<file path="config.mk">
export PLATFORM = sky130hd
export DESIGN_NAME = rom_burst_reader
export DESIGN_NICKNAME = d
export VERILOG_FILES = /design/src/rtl/rom_burst_reader.sv
export SDC_FILE = /design/constraint.sdc
export NUM_CORES = 1
export LEC_CHECK = 0
export BUFFER_PORTS_ARGS = -buffer_cell sky130_fd_sc_hd__buf_4
export CORE_MARGIN = 2
export CORE_UTILIZATION = 55
export CTS_CLUSTER_SIZE = 14
export DETAILED_ROUTE_END_ITERATION = 10
export PLACE_DENSITY = 0.8
export SLEW_MARGIN = 15
export SYNTH_ARGS = -nofsm -noshare
export SYNTH_HDL_FRONTEND = slang
export SYNTH_SLANG_ARGS = --single-unit
</file>
<file path="constraint.sdc">
create_clock -name clk -period 3 [get_ports clk]
set_input_delay 0.3 -clock clk [delete_from_list [all_inputs] [get_ports clk]]
set_output_delay 0.3 -clock clk [all_outputs]
set_load 0.02 [all_outputs]
</file>
<file path="src/rtl/rom_burst_reader.sv">
// Burst reader for a 1-cycle-latency synchronous ROM: fetches len words from
// base_addr into a 2-entry FIFO and streams them out on a valid/ready interface.
module rom_burst_reader #(
  parameter int unsigned ADDR_WIDTH = 8,
  parameter int unsigned DATA_WIDTH = 24,
  parameter int unsigned LEN_WIDTH  = 9
) (
  input  logic                  clk,
  input  logic                  rst,
  input  logic                  start,
  input  logic [ADDR_WIDTH-1:0] base_addr,
  input  logic [LEN_WIDTH-1:0]  len,
  output logic                  busy,
  output logic                  done,
  output logic [ADDR_WIDTH-1:0] rom_addr,
  input  logic [DATA_WIDTH-1:0] rom_rdata,
  output logic [DATA_WIDTH-1:0] out_data,
  output logic                  out_valid,
  output logic                  out_last,
  input  logic                  out_ready
);

  localparam int unsigned DEPTH = 2 ** ADDR_WIDTH;
  localparam logic [LEN_WIDTH-1:0] MAX_LEN = LEN_WIDTH'(DEPTH);

  typedef enum logic [1:0] {
    S_IDLE,
    S_FETCH,
    S_FLUSH
  } state_t;

  state_t                state_q;
  logic                  busy_q;
  logic                  done_q;
  logic [ADDR_WIDTH-1:0] rom_addr_q;
  logic [LEN_WIDTH-1:0]  len_q;
  logic [LEN_WIDTH-1:0]  issue_cnt_q;
  logic                  inflight_q;
  logic                  inflight_last_q;

  // FIFO: head entry drives the stream directly, second entry is the skid slot
  logic [DATA_WIDTH-1:0] head_data_q, head_data_d;
  logic                  head_valid_q, head_valid_d;
  logic                  head_last_q, head_last_d;
  logic [DATA_WIDTH-1:0] skid_data_q, skid_data_d;
  logic                  skid_valid_q, skid_valid_d;
  logic                  skid_last_q, skid_last_d;

  logic                  pop;
  logic                  push;
  logic                  issue;
  logic                  issue_last;
  logic [2:0]            occupancy;
  logic [LEN_WIDTH-1:0]  len_clamped;

  always_comb begin
    pop         = head_valid_q & out_ready;
    push        = inflight_q;
    occupancy   = {2'b00, head_valid_q} + {2'b00, skid_valid_q} + {2'b00, inflight_q};
    issue       = (state_q == S_FETCH) && (occupancy < (3'd2 + {2'b00, pop}));
    issue_last  = (issue_cnt_q == (len_q - LEN_WIDTH'(1)));
    len_clamped = (len > MAX_LEN) ? MAX_LEN : len;
  end

  always_comb begin
    head_data_d  = head_data_q;
    head_valid_d = head_valid_q;
    head_last_d  = head_last_q;
    skid_data_d  = skid_data_q;
    skid_valid_d = skid_valid_q;
    skid_last_d  = skid_last_q;
    if (pop) begin
      if (skid_valid_q) begin
        head_data_d  = skid_data_q;
        head_valid_d = 1'b1;
        head_last_d  = skid_last_q;
        skid_data_d  = push ? rom_rdata : skid_data_q;
        skid_valid_d = push;
        skid_last_d  = push & inflight_last_q;
      end else begin
        head_data_d  = push ? rom_rdata : head_data_q;
        head_valid_d = push;
        head_last_d  = push & inflight_last_q;
      end
    end else if (push) begin
      // issue throttling guarantees a free slot whenever a word returns
      if (!head_valid_q) begin
        head_data_d  = rom_rdata;
        head_valid_d = 1'b1;
        head_last_d  = inflight_last_q;
      end else begin
        skid_data_d  = rom_rdata;
        skid_valid_d = 1'b1;
        skid_last_d  = inflight_last_q;
      end
    end
  end

  always_ff @(posedge clk or posedge rst) begin
    if (rst) begin
      state_q         <= S_IDLE;
      busy_q          <= 1'b0;
      done_q          <= 1'b0;
      rom_addr_q      <= '0;
      len_q           <= '0;
      issue_cnt_q     <= '0;
      inflight_q      <= 1'b0;
      inflight_last_q <= 1'b0;
      head_data_q     <= '0;
      head_valid_q    <= 1'b0;
      head_last_q     <= 1'b0;
      skid_data_q     <= '0;
      skid_valid_q    <= 1'b0;
      skid_last_q     <= 1'b0;
    end else begin
      done_q       <= 1'b0;
      head_data_q  <= head_data_d;
      head_valid_q <= head_valid_d;
      head_last_q  <= head_last_d;
      skid_data_q  <= skid_data_d;
      skid_valid_q <= skid_valid_d;
      skid_last_q  <= skid_last_d;
      inflight_q   <= issue;
      if (issue) begin
        inflight_last_q <= issue_last;
        rom_addr_q      <= rom_addr_q + ADDR_WIDTH'(1);
        issue_cnt_q     <= issue_cnt_q + LEN_WIDTH'(1);
      end
      case (state_q)
        S_IDLE: begin
          if (start) begin
            if (len_clamped != '0) begin
              state_q     <= S_FETCH;
              busy_q      <= 1'b1;
              rom_addr_q  <= base_addr;
              len_q       <= len_clamped;
              issue_cnt_q <= '0;
            end else begin
              done_q <= 1'b1;
            end
          end
        end
        S_FETCH: begin
          if (issue && issue_last) state_q <= S_FLUSH;
        end
        S_FLUSH: begin
          // the tagged last word is the final one written, so its transfer
          // leaves the FIFO empty with nothing in flight
          if (pop && head_last_q) begin
            state_q <= S_IDLE;
            busy_q  <= 1'b0;
            done_q  <= 1'b1;
          end
        end
        default: state_q <= S_IDLE;
      endcase
    end
  end

  assign busy      = busy_q;
  assign done      = done_q;
  assign rom_addr  = rom_addr_q;
  assign out_data  = head_data_q;
  assign out_valid = head_valid_q;
  assign out_last  = head_last_q;

endmodule

</file>
**Word-level counts from Yosys, hierarchy flattened**

Index checks and enable logic that the tools add are counted.

- Flip-flop bits (word level): 84
- Input bits: 45
- Output and inout bits: 36

- Add/subtract/negate cells: 6
- $lt $le $gt $ge: 2
- Equal/unequal tests: 10
- Muxes and demuxes: 46
- Bitwise logic cells: 2
- Reductions and logical operators: 17

Operators with widths:

| cell | count |
|---|---|
| $mux 24 | 9 |
| $mux 9 | 5 |
| $mux 8 | 4 |
| $mux 1 | 21 |
| $reduce_and 4->1 | 3 |
| $ne 2x2->1 const B | 5 |
| $add 9x1->9 const B | 1 |
| $eq 9x9->1 | 1 |
| $gt 9x9->1 const B | 1 |
| $reduce_and 3->1 | 3 |
| $reduce_bool 9->1 | 1 |
| $sub 9x1->9 const B | 1 |
| $add 8x1->8 const B | 1 |
| $mux 2 | 4 |
| $reduce_bool 2->1 | 4 |
| $pmux 2 s3 | 1 |
| $ne 2x1->1 const B | 2 |
| $pmux 1 s2 | 2 |
| $reduce_and 2->1 | 2 |
| $add 2x1->3 | 1 |
| $add 2x1->3 const A | 1 |
| $logic_and 1x1->1 | 3 |
| $lt 3x3->1 | 1 |
| $add 1x1->2 | 1 |
| other kinds (4) | 5 |

**Logic depth before layout (Yosys ltp)**

Gate-level depths: netlist (run 1).

- Depth after elaboration: 8
- Mapped depth: 7
- Gate-level depth less buffers: 7

**Worst setup path after synthesis (run 1)**

No wires, ideal clock.

- Kind: register to register
- From: register head_valid_q (netlist: out_valid)
- To: register state_q[0]
- Setup time: 0.120 ns
- Arrival: 2.170 ns
- Data required time: 2.880 ns
- Slack: 0.711 ns
- Stages on the path, launching flop included: 8
- Cell sequence: dfrtp_1 > fa_1 > nand3b_1 > a21o_1 > inv_2 > o2111ai_1 > a2111o_1 > a31o_1

- Longest elaborated chain between the ends: 7

RTL lines:

| what | line | source |
|---|---|---|
| from (decl) | 43 | `logic head_valid_q, head_valid_d;` |
| from (signal assigned) | 118 | `head_valid_q <= head_valid_d;` |
| $add 1x1->2 or $and 1x1->1 (tied branches) | 59, 57 |  |
| $add 2x1->3 (on tied branches) | 59, 60 |  |
| $lt 3x3->1 * | 60 | `issue = (state_q == S_FETCH) && (occupancy < (3'd2 + {2'b00, pop}));` |
| $logic_and 1x1->1 * | 60 |  |
| net issue | 51 | `logic issue;` |
| $logic_and 1x1->1 * | 144 | `if (issue && issue_last) state_q <= S_FLUSH;` |
| $ne 2x1->1 (no source line) * | -- |  |
| $reduce_and 4->1 (no source line) * | -- |  |
| to (signal assigned) | 144 |  |
| to (signal assigned) | 150 | `state_q <= S_IDLE;` |
| to (signal assigned) | 155 | `default: state_q <= S_IDLE;` |
| to (decl) | 32 | `state_t state_q;` |

The timed path passes the listed nets; every way through them passes the cells marked *.
A chain may end at the register's enable or synchronous reset.

**Final worst setup path (run 1)**

- From: register head_valid_q (netlist: out_valid)
- To: register rom_addr_q[7] (netlist: rom_addr[7])

- Longest elaborated chain between the ends: 8

RTL lines:

| what | line | source |
|---|---|---|
| $add 1x1->2 or $and 1x1->1 (tied branches) | 59, 57 |  |
| $add 2x1->3 (on tied branches) | 59, 60 |  |
| $lt 3x3->1 * | 60 |  |
| $logic_and 1x1->1 * | 60 |  |
| $mux 8 * | 124 | `if (issue) begin` |
| $mux 8 | 132 | `if (len_clamped != '0) begin` |
| $mux 8 | 131 | `if (start) begin` |
| $mux 8 * | 129 | `case (state_q)` |
| to (signal assigned) | 126 | `rom_addr_q <= rom_addr_q + ADDR_WIDTH'(1);` |
| to (signal assigned) | 135 | `rom_addr_q <= base_addr;` |
| to (decl) | 35 | `logic [ADDR_WIDTH-1:0] rom_addr_q;` |

Every way passes the cells marked *; elsewhere a longest branch is shown, timed or not.

==> flow_metrics.py, run 1 <==
metrics = {
    "clock_network": {
        "cts.htree.levels": 3,
        "ctsHoldBuffers": 0,
        "cts_resized": 0,
        "insertion_delay_ns": 0.35,
        "clk_pin_slew_ns": 0.09,
        "cts_made_buffers": 9,
        "cts_root_buf": "clkbuf_8",
        "clockBufferDepth": 2,
        "clock-sinks": 84,
        "postCtsSetupRepairBufs": 0,
        "cts_tree": "built",
    },
    "worst_setup_path": {
        "crit_buf_inv": 0,
        "path_cells": "fa_1 -> nand3b_1 -> a2111oi_0 -> nand3_1 -> xor2_1 -> o21ai_0",
        "start_kind": "register",
        "cp.arrival_ns": 2.90,
        "worstReg2RegStart": "out_valid",
        "ff2ff_path_depth": 6,
        "worst_setup_path_end_kind": "register",
        "r2r_end": "rom_addr[7]",
        "cpPeakStageDelay_ns": 0.78,
        "required_ns": 3.27,
        "critPathKind": "register to register",
        "critical-path-slowest-cell": "a2111oi_0",
        "cp_top_family": "compound AO/OA/AOI/OAI gates",
        "cp_max_fo": 13,
        "r2r_slack_ns": 0.38,
    },
    "outcome": {
        "status": "complete, no violations",
    },
    "logic_synthesis": {
        "synth_cell_types": 47,
        "synth_area_um2": 4010,
        "yosysSeqAreaShare_pct": 52.5,
        "async_flop_share_pct": 100,
        "synth_simple_gate_area_share_pct": 15.3,
        "synth_compound_area_share_pct": 9.43,
        "synth_cells": 377,
        "synth_edf_count": 0,
        "synthFlopType": "dfrtp_1",
        "synth_seq_cells": 84,
        "ys_warn_count": 0,
        "synthMuxAreaShare_pct": 12.7,
        "syn-num-nets": 426,
        "synth-xor-area-share_pct": 5.68,
        "synth_top_family_by_area": "simple AND/OR/NAND/NOR gates",
        "synth_fa_ha_area_share_pct": 1.44,
        "avgSynthCellArea_um2": 10.6,
    },
    "drt": {
        "wl_per_cell_um": 14.6,
        "wl_met3_um": 444,
        "viasPerCell": 5.37,
        "routed-wl-met2_mm": 4.14,
        "finalWirelength_mm": 8.18,
        "dr_total_vias": 3015,
        "route.detailed.drc": 0,
        "top_layer": "met4",
        "ant_nets": 0,
        "drt-initial-drc-count": 184,
        "met1_length_mm": 3.47,
        "dr.pass1.iters": 4,
    },
    "final_layout": {
        "fin_util_pct": 68.7,
        "regArea_um2": 2100,
        "fin_area_um2": 4900,
        "multi_input_area_um2": 1800,
        "final_nets": 506,
        "diodes": 0,
        "areaGrowthSynthToFinish_pct": 22.4,
        "drive_above_1_share_pct": 30.1,
        "fill_cells": 555,
    },
    "timing": {
        "setup_viol": 0,
        "period_needed_ns": 2.62,
        "finClkSkew_ns": 0.00707,
        "finalCritPeriodShare_pct": 87.5,
        "rsz0062_at_grt": "no",
        "fmax_ghz": 0.381,
        "slew_headroom_pct": 45.5,
        "slew_viol_final": 0,
        "tightest_slew_ns": 0.796,
        "tns_ns": 0,
        "hold_viol_final": 0,
        "worst_hold_slack_ns": 0.0226,
        "layout_setup_ws_ns": 0.376,
    },
    "die": {
        "core_area_um2": 7140,
        "die_h_um": 89.3,
        "initial_core_util_pct": 56.1,
        "die_area_um2": 7980,
        "fp-row-count": 31,
        "io_pins": 81,
        "die_x_um": 89.3,
    },
    "placement": {
        "place_ws_ns": 0.409,
        "place_area_um2": 4730,
        "dp_hpwl_mm": 5.77,
        "gp_congestion": 0.874,
        "port_buffers": 80,
    },
    "global_routing": {
        "grt_max_degree": 85,
        "grt_pass1_vias": 2903,
        "grt.overflow.total": 0,
        "grt_pass1_wl_mm": 13.4,
        "antenna_found_initial": 0,
        "track_usage_pct": 21.9,
    },
    "power_and_ir_drop": {
        "peakVddDrop_mv": 0.624,
        "p_leak_nw": 2.34,
        "powerDensity_nw_per_um2": 1020,
    },
    "min_path": {
        "min_path_type": "primary input to asynchronous set/reset pin",
    },
    "run": {
        "cap_violations": 0,
    },
}
==> worst min-delay path, delay by kind of cell <==
family                 cells  cell delay (ns)
buffers and inverters      3             0.50
==> power by group <==
group	switching (mW)	internal (mW)	leakage, nW
Clock	0.425	0.307	0.0791
Combinational	1.16	1.05	1.23
Sequential	0.427	1.63	1.03
Total	2.01	2.99	2.34
==> synth_stat cells, types with 2 or more instances <==
library cell,count,area (um^2)
nor4_1,3,18.8
mux2i_1,24,240
nand3_1,8,40.0
nand3b_1,10,75.1
nor3_1,4,20.0
a31oi_1,2,12.5
or3_1,2,12.5
o21ai_0,40,200
or2_2,2,12.5
a21o_1,2,15.0
a21oi_1,7,35.0
inv_1,9,33.8
clkbuf_1,14,52.6
xnor2_1,17,149
a2111oi_0,3,26.3
nand4_1,4,25.0
nor2_1,15,56.3
xor2_1,9,78.8
mux2_2,24,270
nand2_1,63,236
ha_1,3,37.5
nand2b_1,3,18.8
buf_2,2,10.0
dfrtp_1,84,2100
==> state kept, by name, summed over array words and instances, names as in the netlist <==
register and count:
issue_cnt_q 9, len_q 9, state_q 2, skid_last_q 1, skid_data_q 24, skid_valid_q 1
busy 1, inflight_last_q 1, out_last 1, out_data 24, done 1, rom_addr 8
inflight_q 1, out_valid 1
==> cell usage in the layout (no fill, tap or decap), types with 2 or more instances in the layout <==
master,instances
a2111oi_0,3
a21o_1,2
a21oi_1,7
a31oi_1,2
buf_4,86
clkbuf_8,9
clkinv_4,2
clkinvlp_4,3
dfrtp_1,84
ha_1,3
inv_1,8
mux2_2,24
mux2i_1,24
nand2_1,63
nand2b_1,3
nand3_1,8
nand3b_1,10
nand4_1,4
nor2_1,15
nor3_1,4
nor4_1,3
o21ai_0,40
or2_2,2
or3_1,2
xnor2_1,17
xor2_1,9
==> routing by layer <==
layer / up-vias / global-route usage (%)
met5: - / 0
met4: 0 / 6.11
met3: 12 / 6.65
met2: 56 / 36.4
met1: 1487 / 27.9
li1: 1460 / -
==> area by class of cell <==
class / instances / share of cell area, %
clock buffers: 10 / 2.60
clock inverters: 6 / 0.995
well taps: 99 / 2.53
inverters: 10 / 0.791
multi-input cells: 265 / 36.6
repair buffers: 87 / 13.6
flip-flops and latches: 84 / 42.9
==> worst max path at each step <==
stage | start | end | slack (ns) | cells after the start
after floorplan | rst | busy | 0.53 | 1
after global placement | out_valid | state_q[0] | 0.53 | 7
after detailed placement | out_valid | rom_addr[7] | 0.41 | 6
after CTS | out_valid | rom_addr[6] | 0.39 | 6
after global routing | out_valid | rom_addr[7] | 0.15 | 6
final | out_valid | rom_addr[7] | 0.38 | 6
==> per-stage QoR <==
stage,power [mW],cells
final,5.00,561
after floorplan,3.54,377
after detailed placement,4.31,545
after CTS,5.04,561
after global placement,4.22,545
after global routing,5.36,561
==> kinds of logic (layout without fill, tap and decap cells) <==
logic type | after synthesis | count (layout)
simple gates | 124 | 124
flops | 84 | 84
compound gates | 63 | 63
mux | 48 | 48
buf+inv | 28 | 113
xor+xnor | 26 | 26
fa+ha+maj | 4 | 4
No activity file was read; power rests on OpenSTA's default activity.
==> run 2: changes to the inputs <==
CORE_UTILIZATION = 59   (was 55)
PLACE_DENSITY = 0.82   (was 0.8)
clock period = 3.33 ns   (was 3 ns; I/O delays follow)
==> run 2 against run 1 <==
Effect of this change:
- global-route usage up 1.8 points
- design area about the same
- routed wire length up 2.4%
- clock power up 11%
- critical path type unchanged
- critical endpoint is now rom_addr[6]
==> flow_metrics.py, run 2 (same netlist as run 1, synthesis figures left out) <==
metrics = {
    "outcome": {
        "status": "complete, no violations",
    },
    "drt": {
        "dr_total_vias": 2991,
        "viasPerCell": 5.54,
        "route.detailed.drc": 0,
        "finalWirelength_mm": 8.38,
        "ant_nets": 0,
        "drt-initial-drc-count": 129,
        "dr.pass1.iters": 4,
        "wl_per_cell_um": 15.5,
    },
    "timing": {
        "slew_headroom_pct": 27.5,
        "hold_viol_final": 0,
        "finalCritPeriodShare_pct": 80.5,
        "finClkSkew_ns": 0.0122,
        "period_needed_ns": 2.68,
        "worst_hold_slack_ns": 0.0437,
        "slew_viol_final": 0,
        "tightest_slew_ns": 1.09,
        "tns_ns": 0,
        "fmax_ghz": 0.373,
        "layout_setup_ws_ns": 0.649,
        "setup_viol": 0,
        "rsz0062_at_grt": "no",
    },
    "run": {
        "cap_violations": 0,
    },
    "clock_network": {
        "cts_tree": "built",
        "cts.htree.levels": 3,
        "postCtsSetupRepairBufs": 0,
        "cts_root_buf": "clkbuf_8",
        "cts_made_buffers": 9,
        "cts_resized": 0,
        "clock-sinks": 84,
        "insertion_delay_ns": 0.35,
        "ctsHoldBuffers": 0,
        "clk_pin_slew_ns": 0.09,
        "clockBufferDepth": 2,
    },
    "final_layout": {
        "drive_above_1_share_pct": 30.0,
        "fin_area_um2": 4900,
        "final_cells": 540,
        "final_nets": 504,
        "diodes": 0,
        "layout_common_cells": "85 x buf_4, 84 x dfrtp_1, 63 x nand2_1, 40 x o21ai_0",
        "final_common_cell": "buf_4",
        "fill_cells": 478,
        "areaGrowthSynthToFinish_pct": 22.3,
        "fin_util_pct": 73.3,
    },
    "placement": {
        "numPlacedInstances": 524,
        "place_ws_ns": 0.785,
        "port_buffers": 80,
        "dp_hpwl_mm": 5.87,
        "gp_congestion": 0.848,
        "place_area_um2": 4680,
    },
    "power_and_ir_drop": {
        "internal_power_mw": 2.83,
        "finalPower_mw": 4.66,
        "sequentialPowerShare_pct": 39.8,
        "p_leak_nw": 2.34,
        "peakVddDrop_mv": 0.520,
        "powerDensity_nw_per_um2": 951,
        "p_switching_mw": 1.83,
        "comb_power_share_pct": 42.8,
        "p_sw_share_pct": 39.2,
        "clock_power_share_pct": 17.5,
    },
    "die": {
        "die_x_um": 86.4,
        "die_area_um2": 7470,
        "core_area_um2": 6680,
        "io_pins": 81,
        "initial_core_util_pct": 60.0,
        "die_h_um": 86.4,
        "fp-row-count": 30,
    },
    "global_routing": {
        "grt_pass1_vias": 3025,
        "grt_max_degree": 49,
        "grt.overflow.total": 0,
        "antenna_found_initial": 0,
        "grt_pass1_wl_mm": 13.9,
        "track_usage_pct": 23.6,
    },
    "worst_setup_path": {
        "worst_setup_path_end_kind": "register",
        "critPathKind": "register to register",
        "critical-path-slowest-cell": "a2111oi_0",
        "path_cells": "fa_1 -> nand3b_1 -> a2111oi_0 -> nand3_1 -> xor2_1 -> o21ai_0",
        "cp_top_family": "compound AO/OA/AOI/OAI gates",
        "start_kind": "register",
        "cp_max_fo": 13,
        "cp.arrival_ns": 2.96,
        "required_ns": 3.61,
        "crit_buf_inv": 0,
        "worstSetupPathDepth": 6,
        "cpPeakStageDelay_ns": 0.80,
        "ff2ff_path_depth": 6,
    },
    "min_path": {
        "min_path_type": "primary input to asynchronous set/reset pin",
    },
}
-- run 2: cell type report --
cell class	count	area (um^2)	share of cell area, %
clock buffers	9	124	2.53
clock inverters	7	100	2.04
inverters	10	38.8	0.792
multi-input cells	265	1800	36.7
flip-flops and latches	84	2100	42.9
well taps	80	100	2.04
repair buffers	85	638	13.0
-- run 2: worst paths after layout --
kind                              start      endpoint  slack [ns]
setup / recovery              out_valid   rom_addr[6]        0.65
hold / removal                      rst   out_data[4]        0.04
setup reg to reg              out_valid   rom_addr[6]        0.65
hold reg to reg            out_data[12]  out_data[12]        0.49
max in group asynchronous           rst   rom_addr[1]        2.53
min in group clk           base_addr[2]   rom_addr[2]        0.18
-- run 2: worst reg2reg max path, delay by kind of cell, from the launching register on --
family / cells / cell delay (ns)
compound gates: 2 / 0.93
flops: 1 / 0.59
fa+ha+maj: 1 / 0.46
simple gates: 2 / 0.45
xor+xnor: 1 / 0.19
-- run 2: layer usage --
metal | routed length [um] | track usage, %
met3 | 388 | 5.71
met1 | 3600 | 29.3
met5 | 0 | 0
met4 | 133 | 8.10
met2 | 4250 | 40.6
-- run 2: power by group through the flow --
stage / combinational, mW / clock (mW) / sequential (mW)
2_1_floorplan: 1.19 / 0 / 2.00
4_1_cts: 2.01 / 0.825 / 1.85
3_5_place_dp: 2.01 / 0 / 1.86
3_3_place_gp: 1.94 / 0 / 1.83
5_1_grt: 2.20 / 0.866 / 1.91
6_report: 1.99 / 0.813 / 1.85
